File: src/rtl/reduc_arbiter.sv
// Two-requester round-robin front end for a fixed-latency 49-bit modular reducer.
// Issue credits cover FIFO occupancy plus in-flight operations, so result FIFOs never overflow.

module reduc_arbiter_lane #(
  parameter int FDEPTH = 8,
  parameter int AW     = 3,
  parameter int DW     = 57
) (
  input  logic          clk,
  input  logic          rst,
  input  logic          issue,
  input  logic          retire,
  input  logic          push,
  input  logic [DW-1:0] push_data,
  input  logic          out_ready,
  output logic          out_valid,
  output logic [DW-1:0] out_data,
  output logic          credit_ok
);
  localparam logic [AW+1:0] DEPTH_U = FDEPTH[AW+1:0];

  logic [DW-1:0] mem_q [FDEPTH];
  logic [AW-1:0] wr_ptr_q, wr_ptr_d, rd_ptr_q, rd_ptr_d;
  logic [AW:0]   count_q, count_d, inflight_q, inflight_d;
  logic [AW+1:0] used;
  logic          pop;

  assign out_valid = (count_q != '0);
  assign pop       = out_valid && out_ready;
  // Head is masked while empty so outputs read zero out of reset without clearing the array.
  assign out_data  = out_valid ? mem_q[rd_ptr_q] : '0;
  assign used      = {1'b0, count_q} + {1'b0, inflight_q};
  assign credit_ok = (used < DEPTH_U);

  always_comb begin
    wr_ptr_d   = push ? wr_ptr_q + 1'b1 : wr_ptr_q;
    rd_ptr_d   = pop  ? rd_ptr_q + 1'b1 : rd_ptr_q;
    count_d    = count_q;
    inflight_d = inflight_q;
    case ({push, pop})
      2'b10:   count_d = count_q + 1'b1;
      2'b01:   count_d = count_q - 1'b1;
      default: count_d = count_q;
    endcase
    case ({issue, retire})
      2'b10:   inflight_d = inflight_q + 1'b1;
      2'b01:   inflight_d = inflight_q - 1'b1;
      default: inflight_d = inflight_q;
    endcase
  end

  always_ff @(posedge clk or posedge rst) begin
    if (rst) begin
      wr_ptr_q   <= '0;
      rd_ptr_q   <= '0;
      count_q    <= '0;
      inflight_q <= '0;
    end else begin
      wr_ptr_q   <= wr_ptr_d;
      rd_ptr_q   <= rd_ptr_d;
      count_q    <= count_d;
      inflight_q <= inflight_d;
    end
  end

  always_ff @(posedge clk) begin
    if (push) mem_q[wr_ptr_q] <= push_data;
  end
endmodule

module reduc_arbiter #(
  parameter int LAT    = 5,
  parameter int FDEPTH = 8
) (
  input  logic        clk,
  input  logic        rst,
  input  logic        req0_valid,
  output logic        req0_ready,
  input  logic [73:0] req0_data,
  input  logic        req0_shift,
  input  logic        req1_valid,
  output logic        req1_ready,
  input  logic [73:0] req1_data,
  input  logic        req1_shift,
  output logic        out0_valid,
  input  logic        out0_ready,
  output logic [48:0] out0_full,
  output logic [7:0]  out0_byte,
  output logic        out1_valid,
  input  logic        out1_ready,
  output logic [48:0] out1_full,
  output logic [7:0]  out1_byte,
  output logic [73:0] red_din,
  output logic        red_din_flag,
  output logic        red_shift_mod,
  input  logic [48:0] red_dout_full,
  input  logic [7:0]  red_dout,
  input  logic        red_dout_flag,
  input  logic        flush,
  output logic        flush_done,
  output logic        err
);
  localparam int AW = $clog2(FDEPTH);
  localparam int WW = $clog2(LAT + 1);
  localparam logic [WW-1:0] WARM_MAX = LAT[WW-1:0];

  typedef enum logic [1:0] {IDLE = 2'd0, RUN = 2'd1, DRAIN = 2'd2} state_t;

  state_t         state_q, state_d;
  logic [LAT:1]   vld_pipe_q, vld_pipe_d, id_pipe_q, id_pipe_d, sh_pipe_q, sh_pipe_d;
  logic           last_q, last_d, err_q, err_d;
  logic [WW-1:0]  warm_q, warm_d;
  logic [1:0]     req_valid, req_shift, credit_ok, elig, gnt;
  logic [1:0]     lane_push, lane_retire, out_valid_v, out_ready_v;
  logic [1:0][73:0] req_data;
  logic [1:0][56:0] out_data;
  logic           issue, issue_id, retire, retire_id, pipe_busy, warm_ok, write;

  assign req_valid   = {req1_valid, req0_valid};
  assign req_shift   = {req1_shift, req0_shift};
  assign req_data    = {req1_data, req0_data};
  assign out_ready_v = {out1_ready, out0_ready};

  assign retire    = vld_pipe_q[LAT];
  assign retire_id = id_pipe_q[LAT];
  assign warm_ok   = (warm_q == WARM_MAX);
  assign write     = retire && red_dout_flag;

  always_comb begin
    elig = (state_q == RUN) ? (req_valid & credit_ok) : 2'b00;
    gnt  = elig;
    if (&elig) gnt = last_q ? 2'b01 : 2'b10;
    issue    = |gnt;
    issue_id = gnt[1];
    last_d   = issue ? issue_id : last_q;

    vld_pipe_d    = vld_pipe_q;
    id_pipe_d     = id_pipe_q;
    sh_pipe_d     = sh_pipe_q;
    vld_pipe_d[1] = issue;
    id_pipe_d[1]  = issue_id;
    sh_pipe_d[1]  = issue_id ? req_shift[1] : req_shift[0];
    for (int i = 2; i <= LAT; i++) begin
      vld_pipe_d[i] = vld_pipe_q[i-1];
      id_pipe_d[i]  = id_pipe_q[i-1];
      sh_pipe_d[i]  = sh_pipe_q[i-1];
    end

    // Stage LAT retires this cycle, so only the earlier stages keep a drain alive.
    pipe_busy = 1'b0;
    for (int i = 1; i < LAT; i++) pipe_busy = pipe_busy | vld_pipe_q[i];

    lane_retire = retire ? (retire_id ? 2'b10 : 2'b01) : 2'b00;
    lane_push   = write  ? (retire_id ? 2'b10 : 2'b01) : 2'b00;

    // Stale reducer strobes from before reset are ignored until the warm-up count expires.
    warm_d = warm_ok ? warm_q : warm_q + 1'b1;
    err_d  = err_q | (warm_ok && (retire != red_dout_flag));

    state_d    = state_q;
    flush_done = 1'b0;
    case (state_q)
      IDLE:  if (!flush) state_d = RUN;
      RUN:   if (flush) state_d = DRAIN;
      DRAIN: if (!pipe_busy) begin
        state_d    = IDLE;
        flush_done = 1'b1;
      end
      default: state_d = IDLE;
    endcase
  end

  always_ff @(posedge clk or posedge rst) begin
    if (rst) begin
      state_q    <= IDLE;
      vld_pipe_q <= '0;
      id_pipe_q  <= '0;
      sh_pipe_q  <= '0;
      last_q     <= 1'b1;
      err_q      <= 1'b0;
      warm_q     <= '0;
    end else begin
      state_q    <= state_d;
      vld_pipe_q <= vld_pipe_d;
      id_pipe_q  <= id_pipe_d;
      sh_pipe_q  <= sh_pipe_d;
      last_q     <= last_d;
      err_q      <= err_d;
      warm_q     <= warm_d;
    end
  end

  for (genvar n = 0; n < 2; n++) begin : g_lane
    reduc_arbiter_lane #(.FDEPTH(FDEPTH), .AW(AW), .DW(57)) u_lane (
      .clk       (clk),
      .rst       (rst),
      .issue     (gnt[n]),
      .retire    (lane_retire[n]),
      .push      (lane_push[n]),
      .push_data ({red_dout_full, red_dout}),
      .out_ready (out_ready_v[n]),
      .out_valid (out_valid_v[n]),
      .out_data  (out_data[n]),
      .credit_ok (credit_ok[n])
    );
  end

  assign req0_ready    = gnt[0];
  assign req1_ready    = gnt[1];
  assign red_din_flag  = issue;
  assign red_din       = issue ? req_data[issue_id] : '0;
  assign red_shift_mod = sh_pipe_q[LAT];
  assign out0_valid    = out_valid_v[0];
  assign out1_valid    = out_valid_v[1];
  assign out0_full     = out_data[0][56:8];
  assign out0_byte     = out_data[0][7:0];
  assign out1_full     = out_data[1][56:8];
  assign out1_byte     = out_data[1][7:0];
  assign err           = err_q;
endmodule
File: config.mk
export PLATFORM = sky130hd
export DESIGN_NAME = reduc_arbiter
export DESIGN_NICKNAME = d
export VERILOG_FILES = /design/src/rtl/reduc_arbiter.sv
export SDC_FILE = /design/constraint.sdc
export NUM_CORES = 1
export LEC_CHECK = 0
export ABC_AREA = 1
export CORE_MARGIN = 2
export CORE_UTILIZATION = 34
export DETAILED_ROUTE_END_ITERATION = 8
export HOLD_SLACK_MARGIN = 0.02
export PLACE_DENSITY_LB_ADDON = 0.08
export SLEW_MARGIN = 20
export SYNTH_ARGS = -nofsm -noshare
export SYNTH_HDL_FRONTEND = slang
export SYNTH_SLANG_ARGS = --single-unit
File: constraint.sdc
create_clock -name clk -period 4.55 [get_ports clk]
set_clock_uncertainty 0.05 [all_clocks]
set_input_delay 0.91 -clock clk [delete_from_list [all_inputs] [get_ports clk]]
set_output_delay 0.91 -clock clk [all_outputs]
set_load 0.005 [all_outputs]
# [Word level (Yosys, flattened, before mapping)]
# Memory sizes are Yosys's and may differ from the RTL's.
# Index checks and enable logic that the tools add are counted.
[word_totals] register_bits=50 mem_bits_rw=912 out_inout_bits=196 mem_count=2
[classes] n_addsub=15 order_cmp=3 eq_ne=15 muxes=26 n_bitwise=5 n_reduce_logical=14
[memory_table] memory="g_lane[0].u_lane.mem_q" depth=8 word_bits=57 rd=1 rd_clocked_by_memory_dff=0 wr=1 line="22" rtl="logic [DW-1:0] mem_q [FDEPTH];"
[memory_table] memory="g_lane[1].u_lane.mem_q" depth=8 word_bits=57 rd=1 rd_clocked_by_memory_dff=0 wr=1 line="22"
[op_table] cell="74-bit 2-to-1 mux" n=3
[op_table] cell="57-bit 2-to-1 mux" n=2
[op_table] cell="4-bit case mux with 2 select lines" n=4
[op_table] cell="2-bit 2-to-1 mux" n=9
[op_table] cell="4-bit by 1-bit adder with 4-bit output (second input constant)" n=4
[op_table] cell="4-bit by 1-bit subtractor with 4-bit output (second input constant)" n=4
[op_table] cell="3-bit by 1-bit adder with 3-bit output (second input constant)" n=5
[op_table] cell="4-bit by 4-bit adder with 5-bit output" n=2
[op_table] cell="2-bit by 1-bit == test with 1-bit output (second input constant)" n=5
[op_table] cell="2-bit == test (second input constant)" n=5
[op_table] cell="5-bit by 4-bit < comparator with 1-bit output (second input constant)" n=2
[op_table] cell="2-bit nonzero test" n=4
[op_table] cell="4-bit nonzero test" n=2
[op_table] cell="1-bit 2-to-1 mux" n=7
[op_table] cell="2-bit inequality test (second input constant)" n=3
[op_table] cell="2-bit case mux with 3 select lines" n=1
[op_table] cell="1-bit logical AND" n=4
[op_table] cell="1-bit bitwise OR" n=4
[op_table] cell="3-bit == test (second input constant)" n=1
[op_table] cell="3-bit AND reduction" n=1
[op_table] cell="2-bit bitwise AND" n=1
[op_table] cell="2-bit logical NOT" n=1
[op_table] cell="1-bit by 2-bit < comparator with 1-bit output (second input constant)" n=1
[op_table] cell="2-bit AND reduction" n=1
[op_table] cell="other kinds (2)" n=2

# [Longest topological paths before layout]
[depth] depth_word=9 ltp_mapped=17 depth_no_buf=16

# [Modules after synthesis]
# A second synthesis with hierarchy kept.
[unflattened] cells_unflattened=3333 hier_area_um2=39910.8
[by_module_without_submodules] mod="reduc_arbiter_lane at g_lane[0].u_lane" n_inst=1 cells_each=1465 area_each_um2=18764.2 seq_area_each_um2=14043.5
[by_module_without_submodules] mod="reduc_arbiter_lane at g_lane[1].u_lane" n_inst=1 cells_each=1465 area_each_um2=18760.5 seq_area_each_um2=14043.5
[by_module_without_submodules] mod="reduc_arbiter" n_inst=1 cells_each=403 area_each_um2=2386.0 seq_area_each_um2=551.8

# [Least setup slack after synthesis]
# OpenSTA, ideal clock, no wires.
[synth_path] path_type="input-to-reg" from="input red_dout_flag" to="memory g_lane[0].u_lane.mem_q[0][0], enable pin" setup_time_ns=0.472 arrival_ns=4.083 required_time_ns=4.028 setup_slack_ns=-0.055 cell_stages=6 cell_sequence="ha_1 -> inv_1 -> nor2_1 -> inv_1 -> or2_2 -> nor2_1"
[synth_between] elab_chain_cells=4
[synth_rtl] item="start: declaration" line="98" rtl="input logic red_dout_flag,"
[synth_rtl] item="1-bit logical AND" line="127" rtl="assign write = retire && red_dout_flag;"
[synth_rtl] item="2-bit 2-to-1 mux" line="154" rtl="lane_push = write ? (retire_id ? 2'b10 : 2'b01) : 2'b00;"
[synth_rtl] item="1-bit 2-to-1 mux" line="67" rtl="if (push) mem_q[wr_ptr_q] <= push_data;"
[synth_rtl] item="1-bit 2-to-1 mux (not written as such)" line="67"
[synth_rtl] item="end: declaration" line="22"
# Every way passes these cells.

# [Worst setup path in the final report]
[layout_path] from="register g_lane[1].u_lane.rd_ptr_q[0]" to="output out1_full[27]"
[layout_between] elab_chain_cells=2
[layout_rtl] item="start: declaration" line="23" rtl="logic [AW-1:0] wr_ptr_q, wr_ptr_d, rd_ptr_q, rd_ptr_d;"
[layout_rtl] item="start signal: assignment" line="60" rtl="rd_ptr_q <= rd_ptr_d;"
[layout_rtl] item="memory read 8 x 57 bit"
[layout_rtl] item="57-bit 2-to-1 mux" line="31" rtl="assign out_data = out_valid ? mem_q[rd_ptr_q] : '0;"
[layout_rtl] item="end: declaration" line="91" rtl="output logic [48:0] out1_full,"
# Every way passes these cells.

==> impl_metrics.json <==
{
  "pre_cts_ws_ns": 0.328,
  "antenna_found_initial": 22,
  "dp_hpwl_um": 75700,
  "syn_nets": 3350,
  "crit_fanout": 53,
  "ys_ff_latch": 962,
  "setup_viol": 0,
  "grt_first_pass_wirelength_um": 178000,
  "endpoint": "out1_full[27]",
  "synth_edf_count": 912,
  "synth_top_area_cell": "edfxtp_1",
  "cts_tree": "done",
  "nets": 3738,
  "crit_start": "g_lane[1].u_lane.rd_ptr_q[0]",
  "rr_endpoint": "g_lane[0].u_lane.count_q[3]",
  "wl_per_cell_um": 24.3,
  "synth_top_area_share_pct": 70.8,
  "synth_warnings": 0,
  "final_core_util_pct": 42.8,
  "clock_sinks": 962,
  "worstSkewPairLatency_ns": 0.66,
  "syn_inst": 3109,
  "cts_setup_buffers": 0,
  "slew_headroom_pct": 31.9,
  "pin_count": 411,
  "via_count": 26000,
  "synth_area_leaders": "edfxtp_1 71%, o21ai_0 7.3%, nor2_1 7.0%",
  "filler_cell_count": 10400,
  "fin_ws_ns": 0.192,
  "irDropWorstVdd_mv": 0.376,
  "cts_hold_buf": 0,
  "wl_met2_um": 61100,
  "fp.dieArea_um2": 117000,
  "dp_cells": 4893,
  "cap_violations": 0,
  "cts_buffer_depth": 3,
  "hold_slack_ns": 0.296,
  "synth_cell_types": 34,
  "required_ns": 3.59,
  "ctsHtreeMaxLevel": 3,
  "ys_top_cells_by_count": "912 x edfxtp_1, 719 x nor2_1, 568 x o21ai_0",
  "end_kind": "output pin",
  "drtAntennaViolNets": 0,
  "netlist_area_um2": 38700,
  "rrSetupSlack_ns": 1.22,
  "io_buffer_count": 410,
  "min_period_ns": 4.36,
  "worstMarginPinSlew_ns": 1.02,
  "maxSlewViolCount": 0,
  "drt-pass1-iter-count": 5,
  "drt-vias-per-instance": 5.11,
  "syn_avg_cell_area_um2": 12.4,
  "grtUsageTotal_pct": 20.8,
  "drive_gt1_share_pct": 7.45,
  "grt_pass1_vias": 25100,
  "fin_cells": 5089,
  "core_um2": 113000,
  "reg2regPathDepth": 15,
  "yosysSeqAreaShare_pct": 74.0,
  "status": "finished clean",
  "rows": 123,
  "min_path_type": "register to register",
  "grt.overflow.total": 0,
  "startpoint_type": "register",
  "cts_resized": 0,
  "fin_crit_sh_pct": 95.8,
  "drc_errors": 0,
  "r2r_start": "g_lane[0].u_lane.count_q[0]",
  "p_leak_nw": 16.1,
  "min_from": "sh_pipe_q[2]",
  "hold_viol": 0,
  "start_util_pct": 34.3,
  "area_growth_pct": 24.8,
  "grt_start_max_net_pins": 126,
  "place.gp.congestion": 0.972,
  "cts_root_buffer": "clkbuf_16",
  "die_h_um": 341,
  "synthFlopType": "edfxtp_1",
  "worst-setup-path-type": "register to output pin",
  "clkSlewWorstSetupHoldPaths_ns": 0.06,
  "met1_length_um": 52800,
  "power.density_nw_per_um2": 622,
  "cts_buffers": 102,
  "rsz0062_at_grt": "false",
  "power.total_mw": 30.0,
  "dr_wl_met3_um": 7580,
  "dr.max_layer_used": "met5",
  "drt_wl_total_um": 124000,
  "drtIter0Drc": 1705,
  "arrival_ns": 3.40,
  "async_flop_share_pct": 5.20,
  "synth.most_common_cell": "edfxtp_1",
  "die_width_um": 341,
  "clock.fmax_mhz": 229
}
==> metal layers <==
metal,track usage [%],vias up
li1,-,12100
met1,26.7,13100
met2,36.0,721
met3,4.24,141
met4,5.02,6
met5,0,-
==> report_power, final <==
part           leakage, nW  switching (mW)  internal (mW)
Combinational         5.72            6.93           4.68
Sequential            8.80           0.217           10.0
Clock                 1.60            3.34           4.80
==> sequential cells by signal (all words and copies together) (netlist names) <==
signal	cells
g_lane.u_lane.mem_q	912
g_lane.u_lane.inflight_q	8
err	1
vld_pipe_q	5
g_lane.u_lane.rd_ptr_q	6
g_lane.u_lane.wr_ptr_q	6
last_q	1
state_q	2
id_pipe_q	5
sh_pipe_q	5
warm_q	3
g_lane.u_lane.count_q	8
==> area by class of cell <==
cell class | instances | area (um^2) | share of cell area (%)
diodes | 6 | 15.0 | 0.0311
clock buffers | 130 | 2730 | 5.66
clock inverters | 60 | 567 | 1.17
inverters | 44 | 185 | 0.384
multi-input cells | 1895 | 9060 | 18.8
flip-flops and latches | 962 | 28700 | 59.4
well taps | 1500 | 1880 | 3.89
repair buffers | 492 | 5180 | 10.7
==> critical path, cell delays in order (launching register included) <==
cell and delay (ns):
dfrtp_4 0.52, inv_6 0.31, buf_12 0.29, buf_4 0.22
o21ai_0 0.09, o22ai_1 0.14, o21ai_0 0.11, a31oi_1 0.39
clkdlybuf4s50_1 0.60
==> worst min path at each step <==
stage	endpoint	slack, ns	cells past startpoint
floorplan	id_pipe_q[2]	0.28	0
global placement	sh_pipe_q[5]	0.28	0
detailed placement	sh_pipe_q[3]	0.28	0
CTS	sh_pipe_q[3]	0.30	0
global route	id_pipe_q[5]	0.31	0
finish	sh_pipe_q[3]	0.30	0
==> metrics by stage <==
stage                     area, um^2  TNS, ns
after global routing           48300        0
after global placement         45000        0
final                          48300        0
after detailed placement       45000        0
after CTS                      48300        0
after floorplan                38700   -12.62
==> placed cells by master (no fill, tap or decap), drive strengths merged, types with 4 or more instances in the layout <==
cell	count
xor2	9
clkinv	43
clkdlybuf4s50	410
diode	6
nand3	84
o21ai	584
bufinv	10
buf	82
a31oi	114
clkinvlp	4
inv	47
clkbuf	130
ha	24
o22ai	114
xnor2	11
a21oi	4
nor2	722
dfrtp	49
nand2	216
edfxtp	912
==> cell families (layout without fill, tap and decap cells) <==
kind of cell,after synthesis,count (layout),synth area share [%]
and+or+nand+nor,1029,1029,10.4
DFF,962,962,74.0
AOI/OAI and AO/OA,820,820,11.4
buffers and inverters,252,726,2.88
adders and majority gates,26,26,0.880
xor gates and xnor gates,20,20,0.453
other,0,6,0
No activity file was read; power rests on OpenSTA's default activity.
